`config.mk`:
```
export PLATFORM = sky130hd
export DESIGN_NAME = sap_program_loader_flat
export DESIGN_NICKNAME = d
export VERILOG_FILES = /design/src/rtl/sap_pkg.sv /design/src/rtl/sap_program_loader_if.sv /design/src/rtl/sap_program_loader.sv /design/src/flat_wrapper.sv
export SDC_FILE = /design/constraint.sdc
export NUM_CORES = 1
export LEC_CHECK = 0
export BUFFER_PORTS_ARGS = -buffer_cell sky130_fd_sc_hd__buf_2
export CORE_UTILIZATION = 50
export DETAILED_ROUTE_END_ITERATION = 6
export PLACE_DENSITY = 0.76
export SLEW_MARGIN = 30
export SYNTH_ARGS = -nofsm -noshare
export SYNTH_HDL_FRONTEND = slang
export SYNTH_SLANG_ARGS = --single-unit
```
`constraint.sdc`:
```
create_clock -name clk -period 2 [get_ports clk]
set_input_delay 0.1 -clock clk [delete_from_list [all_inputs] [get_ports clk]]
set_output_delay 0.1 -clock clk [all_outputs]
set_load 0.02 [all_outputs]
```
`src/rtl/sap_pkg.sv`:
```
// Shared SAP types: program-loader FSM states and the default RAM depth.
package sap_pkg;

  localparam int SAP_MEM_DEPTH = 16;

  typedef enum logic [1:0] {
    L_IDLE,
    L_WAIT,
    L_WRITE,
    L_FINISH
  } LOADER_STATE_t;

endpackage

```
`src/rtl/sap_program_loader_if.sv`:
```
// Host/RAM/CPU-control bundle for the SAP program loader.
// Optional checksum signal is present when LOADER_CHECKSUM_EN is defined.
interface sap_program_loader_if #(
  parameter int ADDR_W = 4,
  parameter int DATA_W = 8
);

  logic              start;
  logic [ADDR_W:0]   prog_len;
  logic              in_valid;
  logic [DATA_W-1:0] in_data;
  logic              in_ready;
  logic              ram_we;
  logic [ADDR_W-1:0] ram_addr;
  logic [DATA_W-1:0] ram_wdata;
  logic              cpu_hold;
  logic              busy;
  logic              done;
  logic              err;
`ifdef LOADER_CHECKSUM_EN
  logic [DATA_W-1:0] checksum;
`endif

  // Loader side.
  modport slave (
    input  start, prog_len, in_valid, in_data,
    output in_ready, ram_we, ram_addr, ram_wdata, cpu_hold, busy, done, err
`ifdef LOADER_CHECKSUM_EN
    , output checksum
`endif
  );

  // Host / byte-source side.
  modport master (
    output start, prog_len, in_valid, in_data,
    input  in_ready, ram_we, ram_addr, ram_wdata, cpu_hold, busy, done, err
`ifdef LOADER_CHECKSUM_EN
    , input checksum
`endif
  );

endinterface

```
`src/rtl/sap_program_loader.sv`:
```
// SAP-1 program/run sequencer: streams bytes into RAM from address 0 while holding the CPU.
// Define LOADER_CHECKSUM_EN to add a running mod-2^DATA_W checksum output.
module sap_program_loader
  import sap_pkg::*;
#(
  parameter int ADDR_W    = 4,
  parameter int DATA_W    = 8,
  parameter int MEM_DEPTH = SAP_MEM_DEPTH
) (
  input  logic                clk,
  input  logic                clrn,
  sap_program_loader_if.slave bus
);

  localparam logic [ADDR_W:0] LEN_MAX = (ADDR_W+1)'(MEM_DEPTH);

  LOADER_STATE_t     r_state;
  logic [ADDR_W:0]   r_len;
  logic [ADDR_W:0]   r_count;
  logic [ADDR_W-1:0] r_addr;
  logic [DATA_W-1:0] r_wdata;
  logic              r_err;
`ifdef LOADER_CHECKSUM_EN
  logic [DATA_W-1:0] r_csum;
`endif

  logic            w_len_ok;
  logic [ADDR_W:0] w_count_nxt;
  logic            w_last;

  assign w_len_ok    = (bus.prog_len != '0) && (bus.prog_len <= LEN_MAX);
  assign w_count_nxt = r_count + 1'b1;
  // Count is one bit wider than the address so a full-depth load terminates without wrapping.
  assign w_last      = (w_count_nxt == r_len);

  always_ff @(posedge clk or negedge clrn) begin
    if (!clrn) begin
      r_state <= L_IDLE;
      r_len   <= '0;
      r_count <= '0;
      r_addr  <= '0;
      r_wdata <= '0;
      r_err   <= 1'b0;
`ifdef LOADER_CHECKSUM_EN
      r_csum  <= '0;
`endif
    end else begin
      case (r_state)
        L_IDLE: begin
          if (bus.start) begin
            if (w_len_ok) begin
              r_len   <= bus.prog_len;
              r_err   <= 1'b0;
              r_addr  <= '0;
              r_count <= '0;
`ifdef LOADER_CHECKSUM_EN
              r_csum  <= '0;
`endif
              r_state <= L_WAIT;
            end else begin
              r_err <= 1'b1;
            end
          end
        end
        L_WAIT: begin
          if (bus.in_valid) begin
            r_wdata <= bus.in_data;
            r_state <= L_WRITE;
          end
        end
        L_WRITE: begin
          r_count <= w_count_nxt;
`ifdef LOADER_CHECKSUM_EN
          r_csum  <= r_csum + r_wdata;
`endif
          if (w_last) begin
            r_state <= L_FINISH;
          end else begin
            r_addr  <= r_addr + 1'b1;
            r_state <= L_WAIT;
          end
        end
        L_FINISH: r_state <= L_IDLE;
        default:  r_state <= L_IDLE;
      endcase
    end
  end

  // Strobes decode straight from the state register, so async reset clears them immediately.
  assign bus.in_ready  = (r_state == L_WAIT);
  assign bus.ram_we    = (r_state == L_WRITE);
  assign bus.cpu_hold  = (r_state == L_WAIT) || (r_state == L_WRITE);
  assign bus.busy      = (r_state != L_IDLE);
  assign bus.done      = (r_state == L_FINISH);
  assign bus.ram_addr  = r_addr;
  assign bus.ram_wdata = r_wdata;
  assign bus.err       = r_err;
`ifdef LOADER_CHECKSUM_EN
  assign bus.checksum  = r_csum;
`endif

endmodule

```
`src/flat_wrapper.sv`:
```
// flat-port wrapper written by rule: the top's interface ports become plain ports
module sap_program_loader_flat import sap_pkg::*;
#(
  parameter int ADDR_W    = 4,
  parameter int DATA_W    = 8,
  parameter int MEM_DEPTH = SAP_MEM_DEPTH
)
  (clk, clrn, bus_start, bus_prog_len, bus_in_valid, bus_in_data, bus_in_ready, bus_ram_we, bus_ram_addr, bus_ram_wdata, bus_cpu_hold, bus_busy, bus_done, bus_err);
  sap_program_loader_if #(.ADDR_W(ADDR_W), .DATA_W(DATA_W)) bus_i ();
  input  logic clk;
  input  logic clrn;
  input wire logic [$bits(bus_i.start)-1:0] bus_start;
  input wire logic [$bits(bus_i.prog_len)-1:0] bus_prog_len;
  input wire logic [$bits(bus_i.in_valid)-1:0] bus_in_valid;
  input wire logic [$bits(bus_i.in_data)-1:0] bus_in_data;
  output wire logic [$bits(bus_i.in_ready)-1:0] bus_in_ready;
  output wire logic [$bits(bus_i.ram_we)-1:0] bus_ram_we;
  output wire logic [$bits(bus_i.ram_addr)-1:0] bus_ram_addr;
  output wire logic [$bits(bus_i.ram_wdata)-1:0] bus_ram_wdata;
  output wire logic [$bits(bus_i.cpu_hold)-1:0] bus_cpu_hold;
  output wire logic [$bits(bus_i.busy)-1:0] bus_busy;
  output wire logic [$bits(bus_i.done)-1:0] bus_done;
  output wire logic [$bits(bus_i.err)-1:0] bus_err;
  assign bus_i.start = bus_start;
  assign bus_i.prog_len = bus_prog_len;
  assign bus_i.in_valid = bus_in_valid;
  assign bus_i.in_data = bus_in_data;
  assign bus_in_ready = bus_i.in_ready;
  assign bus_ram_we = bus_i.ram_we;
  assign bus_ram_addr = bus_i.ram_addr;
  assign bus_ram_wdata = bus_i.ram_wdata;
  assign bus_cpu_hold = bus_i.cpu_hold;
  assign bus_busy = bus_i.busy;
  assign bus_done = bus_i.done;
  assign bus_err = bus_i.err;
  sap_program_loader #(.ADDR_W(ADDR_W), .DATA_W(DATA_W), .MEM_DEPTH(MEM_DEPTH)) u_core (.clk(clk), .clrn(clrn), .bus(bus_i));
endmodule
```
==> impl_metrics.toml, run 1 <==
[run_status]
status = "completed"

[worst_hold_path]
hp-class = "input pin to register"

[logic_synthesis]
synth-simple-area-share_pct = 14.53
async_flop_share_pct = 100.0
syn_nets = 135
yosysTopAreaCellShare_pct = 47.48
synth_edf_count = 0
ys_warn_count = 0
synthCells = 112
yosysSeqAreaShare_pct = 47.48
synth-seq-cells = 25
synth_area_leaders = "dfrtp_1, mux2_2, ha_1"
synthFlopType = "dfrtp_1"
synthAdderAreaFrac_pct = 5.698
synth_compound_area_share_pct = 10.45
synth-xor-area-share_pct = 7.312
ys_types = 29
avgSynthCellArea_um2 = 11.76
synthMuxAreaShare_pct = 11.97
synth_top_cell_by_area = "dfrtp_1"
syn_area_um2 = 1318
synth_top_family_by_area = "simple AND/OR/NAND/NOR gates"

[routing]
totalWireLength_mm = 2.771
ant_nets = 0
vias = 1028
wl_per_cell_um = 14.36
vias_per_cell = 5.326
dr.first_iter.drc_count = 16
drt_pass1_iterations = 4
drc = 0

[clock_network]
cts_tree = "done"
cts_buffer_depth = 2
htreeDepth = 1
cts_made_buffers = 3
path_clk_slew_ps = 150
root_buffer = "clkbuf_4"
cts_sinks = 25
insertion_delay_ps = 330

[global_routing]
grtUsageTotal_pct = 22.20
grt_start_max_net_pins = 26
antenna_found_initial = 0
grt_pass1_vias = 1002
overflow = 0
grt_pass1_wl_mm = 4.436

[worst_setup_path]
path_max_fanout = 9
crit_family = "simple AND/OR/NAND/NOR gates"
arrival_ps = 2190
critPathMostFrequentCell = "nand3_1"
crit_path_end_kind = "register"
cp_num_buf_inv = 1
start_kind = "register"
crit_slowest_cell = "or4_1"
crit_chain = "ha_2 > xnor2_1 > nand3_1 > nor4_4 > buf_4 > or4_1 > nand3_1"
critical_path.max_stage_delay_ps = 530
critPathKind = "register to register"
required_ps = 2260

[layout]
final_area_um2 = 1694
area_growth_pct = 28.58
multi_input_area_um2 = 683.2
final_cell_mix = "buf_2, dfrtp_1, mux2_2, buf_4, o21ai_0"
fill_cells = 196
regArea_um2 = 626.9
final_core_util_pct = 68.38
drive_gt1_share_pct = 43.56
diodes = 0
layout.nets = 187
final_common_cell = "buf_2"

[floorplanning]
placementRows = 18
die_w_um = 53.33
die_area_um2 = 2844
die_y_um = 53.33
core_area_um2 = 2477
start_util_pct = 53.18
io_pins = 35

[timing]
relSlewSlack_pct = 63.06
drv_slew = 0
worst_hold_slack_ps = 7.523
worstMarginPinSlew_ps = 554.1
fin_crit_ps = 1930
setup_viol = 0
post-route-period-util_pct = 96.49
fmax_ghz = 0.5182
finClkSkew_ps = 16.93
finalHoldViolCount = 0

[power_and_ir_drop]
p_sw_share_pct = 43.58
p_total_uw = 2600
power_density_nw_per_um2 = 1535
peakVddDrop_mv = 1.106
leakagePower_uw = 0.0007854
seq_power_share_pct = 35.1
comb_power_share_pct = 55.9
power_switching_uw = 1133
intPower_uw = 1467
clock_power_share_pct = 9.0

[job]
maxCapViolations = 0

[placement]
hpwl_mm = 2.062
placed_cell_area_um2 = 1533
gp_congestion = 0.7883
numPortBuffers = 34
## kinds of logic (layout without fill, tap and decap cells)
| group | count (synthesis) | after routing |
|---|---|---|
| compound gates | 21 | 21 |
| flops | 25 | 25 |
| fa+ha+maj | 6 | 6 |
| simple gates | 29 | 29 |
| buf+inv | 7 | 58 |
| mux | 13 | 13 |
| xor+xnor | 11 | 11 |
## per-stage QoR
stage                     setup WS [ps]  TNS (ps)  cells
after floorplan                   137.1         0    112
after global placement            188.9         0    177
after detailed placement          73.80         0    177
after CTS                         24.04         0    185
after global routing            -0.5980   -0.5980    193
final                             70.10         0    193
## per-layer routing
layer,wire length [um],up-vias,GRT usage (%)
li1,-,500,-
met1,1180,495,26.31
met3,139,5,4.885
met5,0,-,0
met4,40,0,10.53
met2,1411,28,37.50
## registers in the layout (all words and copies together), names as in the netlist
name / count
u_core.r_count: 5
u_core.r_len: 5
u_core.bus.ram_wdata: 8
u_core.bus.err: 1
u_core.r_state: 2
u_core.bus.ram_addr: 4
## power by group through the flow
| stage | clock network [uW] | logic, uW | registers, uW |
|---|---|---|---|
| after floorplan | 0 | 837 | 1050 |
| after global placement | 0 | 1290 | 910 |
| after detailed placement | 0 | 1330 | 930 |
| after CTS | 238 | 1340 | 920 |
| after global routing | 259 | 1590 | 951 |
| final | 235 | 1450 | 912 |
## worst register-to-register path: stages (launching register included)
cell and delay [ps]:
dfrtp_1 440, ha_2 310, xnor2_1 130, nand3_1 130, nor4_4 60, buf_4 160
or4_1 530, nand3_1 110
## area by class of cell
class | instances | share of cell area [%]
well taps | 30 | 2.216
repair buffers | 49 | 17.58
flip-flops and latches | 25 | 37.00
clock buffers | 3 | 1.329
clock inverters | 1 | 0.4431
multi-input cells | 80 | 40.33
inverters | 5 | 1.108
## what timing repair did
item                       CTS  global route
gates resized for setup      0             6
buffers inserted             0             6
hold buffers                 4             2
hold endpoints to repair    28             2
setup endpoints to repair    0             4
## cells in the mapped netlist, drive strengths merged, types with 2 or more instances
master / instances
a21oi: 6
dfrtp: 25
ha: 6
inv: 5
mux2: 12
nand2: 7
nand3: 8
nand3b: 5
nor2: 2
nor4: 2
o21ai: 8
xnor2: 5
xor2: 6
## path summary, 6_finish.rpt
| path | to | depth (start not counted) | slack [ps] | startpoint |
|---|---|---|---|---|
| worst max-delay path | u_core.bus.ram_addr[3] | 7 | 70 | u_core.r_count[0] |
| worst min-delay path | u_core.bus.ram_wdata[1] | 2 | 8 | bus_in_data[1] |
| worst max register to register | u_core.bus.ram_addr[3] | 7 | 70 | u_core.r_count[0] |
| worst min register to register | u_core.bus.ram_wdata[7] | 1 | 520 | u_core.bus.ram_wdata[7] |
| max in group asynchronous | u_core.r_state[1] | 2 | 1320 | clrn |
| min in group asynchronous | u_core.bus.ram_addr[0] | 2 | 260 | clrn |
Note: power is estimated with default switching activity, not from simulation.
==> inputs of run 2 (changes only) <==
--- a/config.mk
+++ b/config.mk
@@ -5,10 +5,9 @@
 export SDC_FILE = /design/constraint.sdc
 export NUM_CORES = 1
 export LEC_CHECK = 0
-export BUFFER_PORTS_ARGS = -buffer_cell sky130_fd_sc_hd__buf_2
 export CORE_UTILIZATION = 50
 export DETAILED_ROUTE_END_ITERATION = 6
-export PLACE_DENSITY = 0.76
+export DONT_BUFFER_PORTS = 1
 export SLEW_MARGIN = 30
 export SYNTH_ARGS = -nofsm -noshare
 export SYNTH_HDL_FRONTEND = slang
==> run 2 against run 1 <==
  * Combinational power shrank 23%
  * Core utilization shrank 3.1 points
  * Critical path depth shrank 1
  * Cell area shrank 4.5%
  * Clock skew shrank 9.7 ps
  * Global-route usage shrank 3.0 points
  * Die area is the same
  * Register-to-register slack gained 30 ps
  * First-iteration DRC count shrank 56%
  * Sequential share of layout area grew 1.8 points
  * Final cell count shrank 12%
  * Via count shrank 8.8%
  * Critical path type is now input pin to register
  * Largest power group unchanged
==> impl_metrics.toml, run 2 (synthesis results as in run 1) <==
[global_routing]
grt_pass1_wl_mm = 3.781
grtUsageTotal_pct = 19.16
grt_start_max_net_pins = 26
overflow = 0
antenna_found_initial = 0
grt_pass1_vias = 836

[worst_setup_path]
critPathKind = "input pin to register"
crit_path_end_kind = "register"
required_ps = 2270
path_max_fanout = 13
start_kind = "input pin"
arrival_ps = 2200

[routing]
wl_per_cell_um = 15.01
ant_nets = 0
vias = 938
totalWireLength_mm = 2.537
wirelength_met1_mm = 1.259
dr.first_iter.drc_count = 7
drc = 0
wl_met3_um = 86
wl_met2_mm = 1.160
vias_per_cell = 5.550
drt_pass1_iterations = 7
dr.max_layer_used = "met4"

[job]
maxCapViolations = 0

[timing]
setup_tns_ps = 0
post-route-period-util_pct = 96.64
setup_viol = 0
fmax_ghz = 0.5174
relSlewSlack_pct = 72.90
worst_hold_slack_ps = 117.3
fin_crit_ps = 1933
finalHoldViolCount = 0
rsz0062_at_grt = "false"
finClkSkew_ps = 7.188
worstMarginPinSlew_ps = 403.5
fin_ws_ps = 67.23
drv_slew = 0

[run_status]
status = "completed"

[power_and_ir_drop]
leakagePower_uw = 0.0006867
clock_power_share_pct = 9.7
power_density_nw_per_um2 = 1495
p_total_uw = 2419
power_switching_uw = 1067
seq_power_share_pct = 44.6
p_sw_share_pct = 44.12
comb_power_share_pct = 45.7
intPower_uw = 1352
peakVddDrop_mv = 0.9316

[layout]
area_growth_pct = 22.79
final_common_cell = "dfrtp_1"
drive_gt1_share_pct = 25.18
largest_register_ff_count = 8
diodes = 0
fill_cells = 202
layout.nets = 163
final_cell_mix = "dfrtp_1, dlygate4sd3_1, mux2_2, buf_4"

[floorplanning]
io_pins = 35
die_w_um = 53.33
placementRows = 18
die_y_um = 53.33
core_area_um2 = 2477
die_area_um2 = 2844
start_util_pct = 53.18

[clock_network]
htreeDepth = 1
path_clk_slew_ps = 150
cts_made_buffers = 3
cts_sinks = 25
cts_tree = "done"
insertion_delay_ps = 320
cts_buffer_depth = 2
root_buffer = "clkbuf_4"

[worst_hold_path]
hp-class = "input pin to register"

[placement]
gp_congestion = 0.8402
pre_cts_ws_ps = 139.5
numPortBuffers = 0
hpwl_mm = 1.714
==> run 2: area by class of cell <==
cell class / instances / area, um2 / share of cell area [%]
clock inverters: 1 / 7.507 / 0.4640
flip-flops and latches: 25 / 628.1 / 38.82
well taps: 30 / 37.54 / 2.320
inverters: 5 / 18.77 / 1.160
clock buffers: 3 / 22.52 / 1.392
multi-input cells: 80 / 665.6 / 41.14
repair buffers: 25 / 237.7 / 14.69
==> run 2: metal layers <==
layer	track usage [%]	vias to the layer above
li1	-	454
met2	27.92	25
met1	27.77	455
met5	0	-
met3	3.161	4
met4	7.895	0
==> run 2: power by group through the flow <==
stage	Clock [uW]	Sequential [uW]	Combinational, uW
after CTS	242	1080	1050
after global routing	261	1110	1210
final	236	1080	1110
after global placement	0	1090	986
after floorplan	0	1050	837
after detailed placement	0	1100	1010
==> run 2: repair_timing <==
| item | in CTS | in global routing |
|---|---|---|
| gates resized for setup | 0 | 3 |
| buffers inserted | 0 | 3 |
| endpoints found under the hold margin | 39 | 0 |
| hold buffers | 16 | 0 |
| endpoints found under the setup margin | 0 | 3 |
==> run 2: worst max-delay path, stage by stage <==
cell and delay [ps]:
dlygate4sd3_1 590, nor4_4 450, mux2i_4 340, a21oi_4 100, or4_1 520, nand3_1 90
==> run 2: path summary, 6_finish.rpt <==
| kind | from | cells past startpoint | end | slack, ps |
|---|---|---|---|---|
| min in group asynchronous | clrn | 2 | u_core.r_state[0] | 210 |
| worst min register to register | u_core.r_state[1] | 1 | u_core.r_state[1] | 530 |
| max in group asynchronous | clrn | 2 | u_core.r_count[0] | 1630 |
| worst max register to register | u_core.r_state[1] | 7 | u_core.bus.ram_addr[3] | 100 |
| worst min-delay path | bus_in_valid | 2 | u_core.r_state[0] | 120 |
| worst max-delay path | bus_prog_len[1] | 6 | u_core.bus.ram_addr[3] | 70 |
==> run 2: per-stage QoR <==
stage,std cells,instance area (um2),util [%]
after global routing,169,1618,65.30
after floorplan,112,1318,-
after CTS,166,1585,63.99
final,169,1618,65.30
after global placement,146,1385,55.91
after detailed placement,146,1385,55.91
